<file path="config.mk">
export PLATFORM = sky130hd
export DESIGN_NAME = pcm_page_capture
export DESIGN_NICKNAME = d
export VERILOG_FILES = /design/src/rtl/pcm_page_capture.sv
export SDC_FILE = /design/constraint.sdc
export NUM_CORES = 1
export LEC_CHECK = 0
export CAP_MARGIN = 10
export CORE_ASPECT_RATIO = 1.75
export CORE_MARGIN = 2
export CORE_UTILIZATION = 60
export CTS_BUF_LIST = sky130_fd_sc_hd__clkbuf_16
export DETAILED_ROUTE_END_ITERATION = 8
export GPL_TIMING_DRIVEN = 1
export PLACE_DENSITY = 0.94
export SYNTH_ARGS = -nofsm -noshare
export SYNTH_HDL_FRONTEND = slang
export SYNTH_SLANG_ARGS = --single-unit
</file>
<file path="constraint.sdc">
create_clock -name clk -period 6.3 [get_ports clk]
set_input_delay 1.26 -clock clk [delete_from_list [all_inputs] [get_ports clk]]
set_output_delay 1.26 -clock clk [all_outputs]
set_load 0.02 [all_outputs]
</file>
<file path="src/rtl/pcm_page_capture.sv">
// pcm_page_capture: captures one page-read burst of 16-bit PCM words into a
// small buffer, keeps a running checksum and a sticky overflow flag, and
// shows a selected byte or the capture status on the LEDs.
//
// Optional feature macro: PCM_CAP_XSUM_EN
//   defined   : xsum accumulates stored words (mod 2^16); checksum view live.
//   undefined : no adder; xsum is tied to zero and the checksum view shows 0.
//
// Handshake: cap_valid qualifies cap_data and cap_last in the same cycle.
// There is no ready, because the sink always accepts. A word that cannot be
// stored (buffer full) is dropped and sets overflow. cap_last without
// cap_valid is ignored. cap_start has priority over cap_valid.
module pcm_page_capture #(
  parameter int DEPTH_LOG2 = 3,
  parameter int DW         = 16
) (
  input  logic                  clk,
  input  logic                  rst,
  input  logic                  cap_start,
  input  logic                  cap_valid,
  input  logic [DW-1:0]         cap_data,
  input  logic                  cap_last,
  input  logic [7:0]            sw,
  output logic [7:0]            led,
  output logic                  cap_busy,
  output logic                  done,
  output logic                  overflow,
  output logic [DEPTH_LOG2:0]   word_cnt,
  output logic [DW-1:0]         xsum,
  output logic [1:0]            state_dbg
);

  localparam int DEPTH = 1 << DEPTH_LOG2;

  typedef enum logic [1:0] {
    IDLE = 2'd0,
    FILL = 2'd1,
    DONE = 2'd2
  } state_t;

  state_t state;

  // Buffer storage; not reset, reads are gated by word_cnt.
  logic [DW-1:0] mem [DEPTH];

  logic                  full;
  logic                  accept;
  logic                  wr_en;
  logic [DEPTH_LOG2-1:0] wr_addr;

  assign full      = (word_cnt == (DEPTH_LOG2+1)'(DEPTH));
  assign accept    = (state == FILL) && cap_valid && !cap_start;
  assign wr_en     = accept && !full;
  assign wr_addr   = word_cnt[DEPTH_LOG2-1:0];
  assign state_dbg = state;

`ifdef PCM_CAP_XSUM_EN
  logic [DW-1:0] xsum_q;
  assign xsum = xsum_q;
`else
  assign xsum = '0;
`endif

  // Capture FSM: start/restart, store-or-drop each word, finish on cap_last.
  always_ff @(posedge clk) begin
    if (rst) begin
      state    <= IDLE;
      cap_busy <= 1'b0;
      done     <= 1'b0;
      overflow <= 1'b0;
      word_cnt <= '0;
`ifdef PCM_CAP_XSUM_EN
      xsum_q   <= '0;
`endif
    end else if (cap_start) begin
      state    <= FILL;
      cap_busy <= 1'b1;
      done     <= 1'b0;
      overflow <= 1'b0;
      word_cnt <= '0;
`ifdef PCM_CAP_XSUM_EN
      xsum_q   <= '0;
`endif
    end else if (accept) begin
      if (full) begin
        overflow <= 1'b1;
      end else begin
        word_cnt <= word_cnt + 1'b1;
`ifdef PCM_CAP_XSUM_EN
        xsum_q   <= xsum_q + cap_data;
`endif
      end
      if (cap_last) begin
        state    <= DONE;
        cap_busy <= 1'b0;
        done     <= 1'b1;
      end
    end
  end

  // Buffer write port.
  always_ff @(posedge clk) begin
    if (wr_en) begin
      mem[wr_addr] <= cap_data;
    end
  end

  logic [DEPTH_LOG2-1:0] rd_idx;
  logic [DW-1:0]         rd_word;
  logic                  rd_hit;
  logic [3:0]            cnt4;
  logic [7:0]            led_next;
  logic                  unused_sw;

  assign rd_idx    = sw[DEPTH_LOG2-1:0];
  assign rd_word   = mem[rd_idx];
  assign rd_hit    = ((DEPTH_LOG2+1)'(rd_idx) < word_cnt);
  assign cnt4      = 4'(word_cnt);
  assign unused_sw = ^sw[5:DEPTH_LOG2];

  // Display byte selection from current buffer/status and switches.
  always_comb begin
    led_next = 8'h00;
    if (!sw[7]) begin
      if (rd_hit) begin
        led_next = sw[6] ? rd_word[15:8] : rd_word[7:0];
      end
    end else if (!sw[6]) begin
      led_next = {done, overflow, cap_busy, 1'b0, cnt4};
    end else begin
`ifdef PCM_CAP_XSUM_EN
      led_next = sw[5] ? xsum_q[15:8] : xsum_q[7:0];
`else
      led_next = 8'h00;
`endif
    end
  end

  // LED register: one cycle behind switches and buffer changes.
  always_ff @(posedge clk) begin
    if (rst) begin
      led <= 8'h00;
    end else begin
      led <= led_next;
    end
  end

endmodule
</file>
-- Word level (Yosys, flattened, before mapping)
Memory sizes are Yosys's and may differ from the RTL's.
Index checks and enable logic that the tools add are counted.
- logic and storage cells: 36
- output and inout port bits: 33
- memories kept: 1
- register bits: 16
- bits of input ports: 29
- memory bits (writable): 128
- mux-type cells: 12
- reduce and logical (&&, ||, !) cells: 12
- order comparisons: 1
- bitwise logic cells: 1
- equality and inequality tests: 2
- add/sub/neg operators: 1
- memories (name ; depth ; width ; rd ports ; clocked after Yosys merged registers in ; write ports ; line ; RTL):
    mem ; 8 ; 16 ; 1 ; 0 ; 1 ; 44 ; logic [DW-1:0] mem [DEPTH];
- operators by type and width (kind ; number):
    $mux 8 ; 4
    $mux 1 ; 8
    $reduce_and 2->1 ; 4
    $add 4x1->4 const B ; 1
    $eq 4x4->1 const B ; 1
    $lt 3x4->1 ; 1
    $reduce_bool 2->1 ; 2
    $logic_and 1x1->1 ; 3
    $eq 2x1->1 const B ; 1
    $logic_not 1->1 ; 2
    $reduce_or 2->1 ; 1
    $not 1->1 ; 1

-- Logic depth before layout (Yosys ltp)
- depth in word-level cells: 6
- gate-level depth with buffers: 6
- mapped depth without buffers: 6

-- Worst setup path after synthesis
No wires, ideal clock.
- path kind: input to register
- from: in cap_start
- to: mem mem[4][0], enable pin
- path slack: 2.903 ns
- cell stages on the path: 4
- data arrival time: 2.988 ns
- library setup time: 0.409 ns
- buffers on the path: 1
- required time: 5.891 ns
- cell sequence: nor4bb_1 > clkbuf_2 > nand2_1 > nor3_1
- cells in the longest elaborated chain, start to end: 5
- RTL lines (element ; line ; RTL):
    from (decl) ; 19 ; input logic cap_start,
    $logic_not 1->1 ; 52 ; assign accept = (state == FILL) && cap_valid && !cap_start;
    $logic_and 1x1->1 ; 52 ;
    $logic_and 1x1->1 ; 53 ; assign wr_en = accept && !full;
    $mux 1 ; 103 ; if (wr_en) begin
    $mux 1 (implied by the code) ; 104 ; mem[wr_addr] <= cap_data;
    to (decl) ; 44 ;
Every way passes these cells.

-- Worst setup path in the final report
- from: in sw[2]
- to: reg led[5]
- cells in the longest elaborated chain, start to end: 4
- elaborated cells between the ends (all ways): 5
- those cells by class: order compare (1); mux (3); memory (1)
- RTL lines (element ; line ; RTL):
    from (decl) ; 23 ; input logic [7:0] sw,
    $mem_v2 8x16 ; -- ;
    $mux 8 ; 126 ; led_next = sw[6] ? rd_word[15:8] : rd_word[7:0];
    $mux 8 * ; 125 ; if (rd_hit) begin
    $mux 8 * ; 124 ; if (!sw[7]) begin
    to (signal assigned) ; 144 ; led <= led_next;
    to (decl) ; 24 ; output logic [7:0] led,
Every way passes the cells marked *; elsewhere a longest branch is shown, timed or not.
A chain may end at the register's enable or synchronous reset.

==> metrics.txt <==
status finished clean; Slew Viols, Final 0; total CTS buffers 17; CP Cell Sequence clkdlybuf4s50_1, buf_4, mux4_1, mux2i_1, mux2i_1, a22o_1; share of layout cells above drive strength 1 0.179; Layout area overhead 17.9%; Synth Register Bits about 140; Clock Sink Count 143; most common cell after layout, fill and taps aside edfxtp_1; root buf cell clkbuf_16; PwrDens 306 nW/um2; DRC violations left 0; Final Util 0.725; vias in the first global route 2978; footprint of the multi-input gates 1430 um2; max incr delay on CP about 1.2 ns; Final Hold Fails 0; most frequent cells in the layout 128 x edfxtp_1, 42 x clkdlybuf4s50_1, 20 x mux2i_1, 17 x clkbuf_16; Vias/cell between 6 and 7; antenna violations before repair 0; Std-Cell Rows 47; CP Class input pin to flop; crit-path leading delay family buffers and inverters; CTS tree built; Power Total 2.09 mW; die area roughly 10000 um2; GRT Total Usage 0.225; core area about 9400 um2; Initial Util 0.615; endpoint class of the critical path flop; H-tree lvl count 4; mapped cell area approximately 5800 um2; # nets final 385; Critical R2R Launch word_cnt[1]$_SDFFE_PP0P_; GRT overflow 0; Max-slew headroom 0.253; Post-Syn Area per Cell a little under 20 um2; post-CTS setup buffers 0; CP required ~6.6 ns; Setup crit start kind input pin; Die H 134 um; router iterations before antenna repair 5; Routed WL per cell ~22 um; RSZ-0062 raised after global routing false; max_cap viols 0; Fmax 269 MHz; final setup margin 2.58 ns; Antenna Nets Post-Route 0; Reg area ~4100 um2; fillers around 520; worst slew pin tran 1.12 ns; Final Cycle Share 0.591; I/O Buffers between 40 and 50; Worst Setup SP sw[2]; first-pass GRT wire length 16400 um; synth unique cells 35; Post-Place Worst Slack around 2.3 ns; WP buf/inv 2; Clk pin slew, worst setup/hold paths 0.05 ns; Post-Synthesis Cells 295; IO Count 62; worst min path class flop to flop; Worst IR Drop VDD 0.236 mV; initial drt markers a little under 200; ys flop type edfxtp_1; DIE WIDTH ~78 um; Clk Latency, worst-skew pair around 0.42 ns; CTS Hold Bufs 0; Setup-failing EPs final 0; Max FO, Critical Path 19; HP Start overflow$_SDFFE_PP0P_; Final TNS setup 0 ns; diodes inserted 0; min Tclk post-route around 3.7 ns; leakage power between 2 and 2.5 nW; largest net degree at the start of global routing 31; CP max stage cell clkdlybuf4s50_1; Hold WS around 0.53 ns; Yosys Warn Count 0; RD Place Congestion ~0.8; EDFF count, synth 128; sequential fraction of the synthesis area 0.716; Crit path arrival time roughly 4 ns; most used cell, CP mux2i_1; hpwl dp roughly 6400 um; ys async rst share 0; clock buffer depth 2; CTS resizes 0; via count approximately 3k; WL final ~11000 um; skew final 0.00730 ns
-- cells in the mapped netlist (2+ instances only) --
library cell,count,share of area
dfxtp_1,15,0.052
edfxtp_1,128,0.66
inv_1,4,0.0026
mux2_2,3,0.0058
a21oi_1,7,0.0061
a22o_1,6,0.0091
mux4_2,16,0.062
o22ai_1,2,0.0022
nand2_1,9,0.0058
ha_1,4,0.0087
mux2i_1,20,0.035
mux4_1,15,0.068
nor2_1,14,0.0091
buf_6,6,0.012
o21ai_0,6,0.0052
nor3_1,2,0.0017
buf_4,20,0.026
-- state kept, by name (all words and copies together) (netlist names) --
signal and flops:
overflow 1, state_dbg 2, word_cnt 4, mem 128, led 8
-- where the power goes --
group / internal, mW / total [mW] / switching (mW)
Sequential: 1.04 / 1.04 / 0.00227
Clock: 0.577 / 0.942 / 0.365
Combinational: 0.0482 / 0.104 / 0.0561
Total: 1.66 / 2.09 / 0.423
-- metrics by stage --
| stage | area (um2) | cells |
|---|---|---|
| floorplan | 5840 | 310 |
| global placement | 6250 | 455 |
| detailed placement | 6250 | 455 |
| CTS | 6820 | 486 |
| global route | 6820 | 486 |
| finish | 6820 | 486 |
-- layout make-up --
| class | instances | area share |
|---|---|---|
| Clock inverter | 14 | 0.0213 |
| Multi-Input combinational cell | 132 | 0.209 |
| Timing Repair Buffer | 54 | 0.0748 |
| Tap cell | 122 | 0.0224 |
| Sequential cell | 143 | 0.607 |
| Clock buffer | 17 | 0.0624 |
| Inverter | 4 | 0.00220 |
-- metal layers --
layer / GRT usage / routed length, um
met5: 0 / 0
met4: 0.124 / 292
met3: 0.0680 / 730
met2: 0.364 / 5600
met1: 0.270 / 4060
-- worst paths after layout --
kind,end,slack [ns],cells after the start
setup / recovery,led[5]$_SDFF_PP0_,2.58,6
hold reg to reg,overflow$_SDFFE_PP0P_,0.53,2
setup reg to reg,led[5]$_SDFF_PP0_,4.21,6
hold / removal,overflow$_SDFFE_PP0P_,0.53,2
-- kinds of logic after synthesis --
logic type,Yosys count,synth area share
xor+xnor,1,0.00151
buf+inv,35,0.0482
flops,143,0.716
other cells,1,0.000648
fa+ha+maj,4,0.00865
compound gates,25,0.0288
simple gates,32,0.0251
mux,54,0.171
-- worst register-to-register path, stage by stage, from the launching register on --
cell	delay (ns)
dfxtp_1	0.53
inv_1	0.16
ha_1	0.21
a21oi_1	0.14
o21ai_0	0.14
a211oi_2	0.60
a22o_1	0.24
Note: power is estimated with default switching activity, not from simulation.
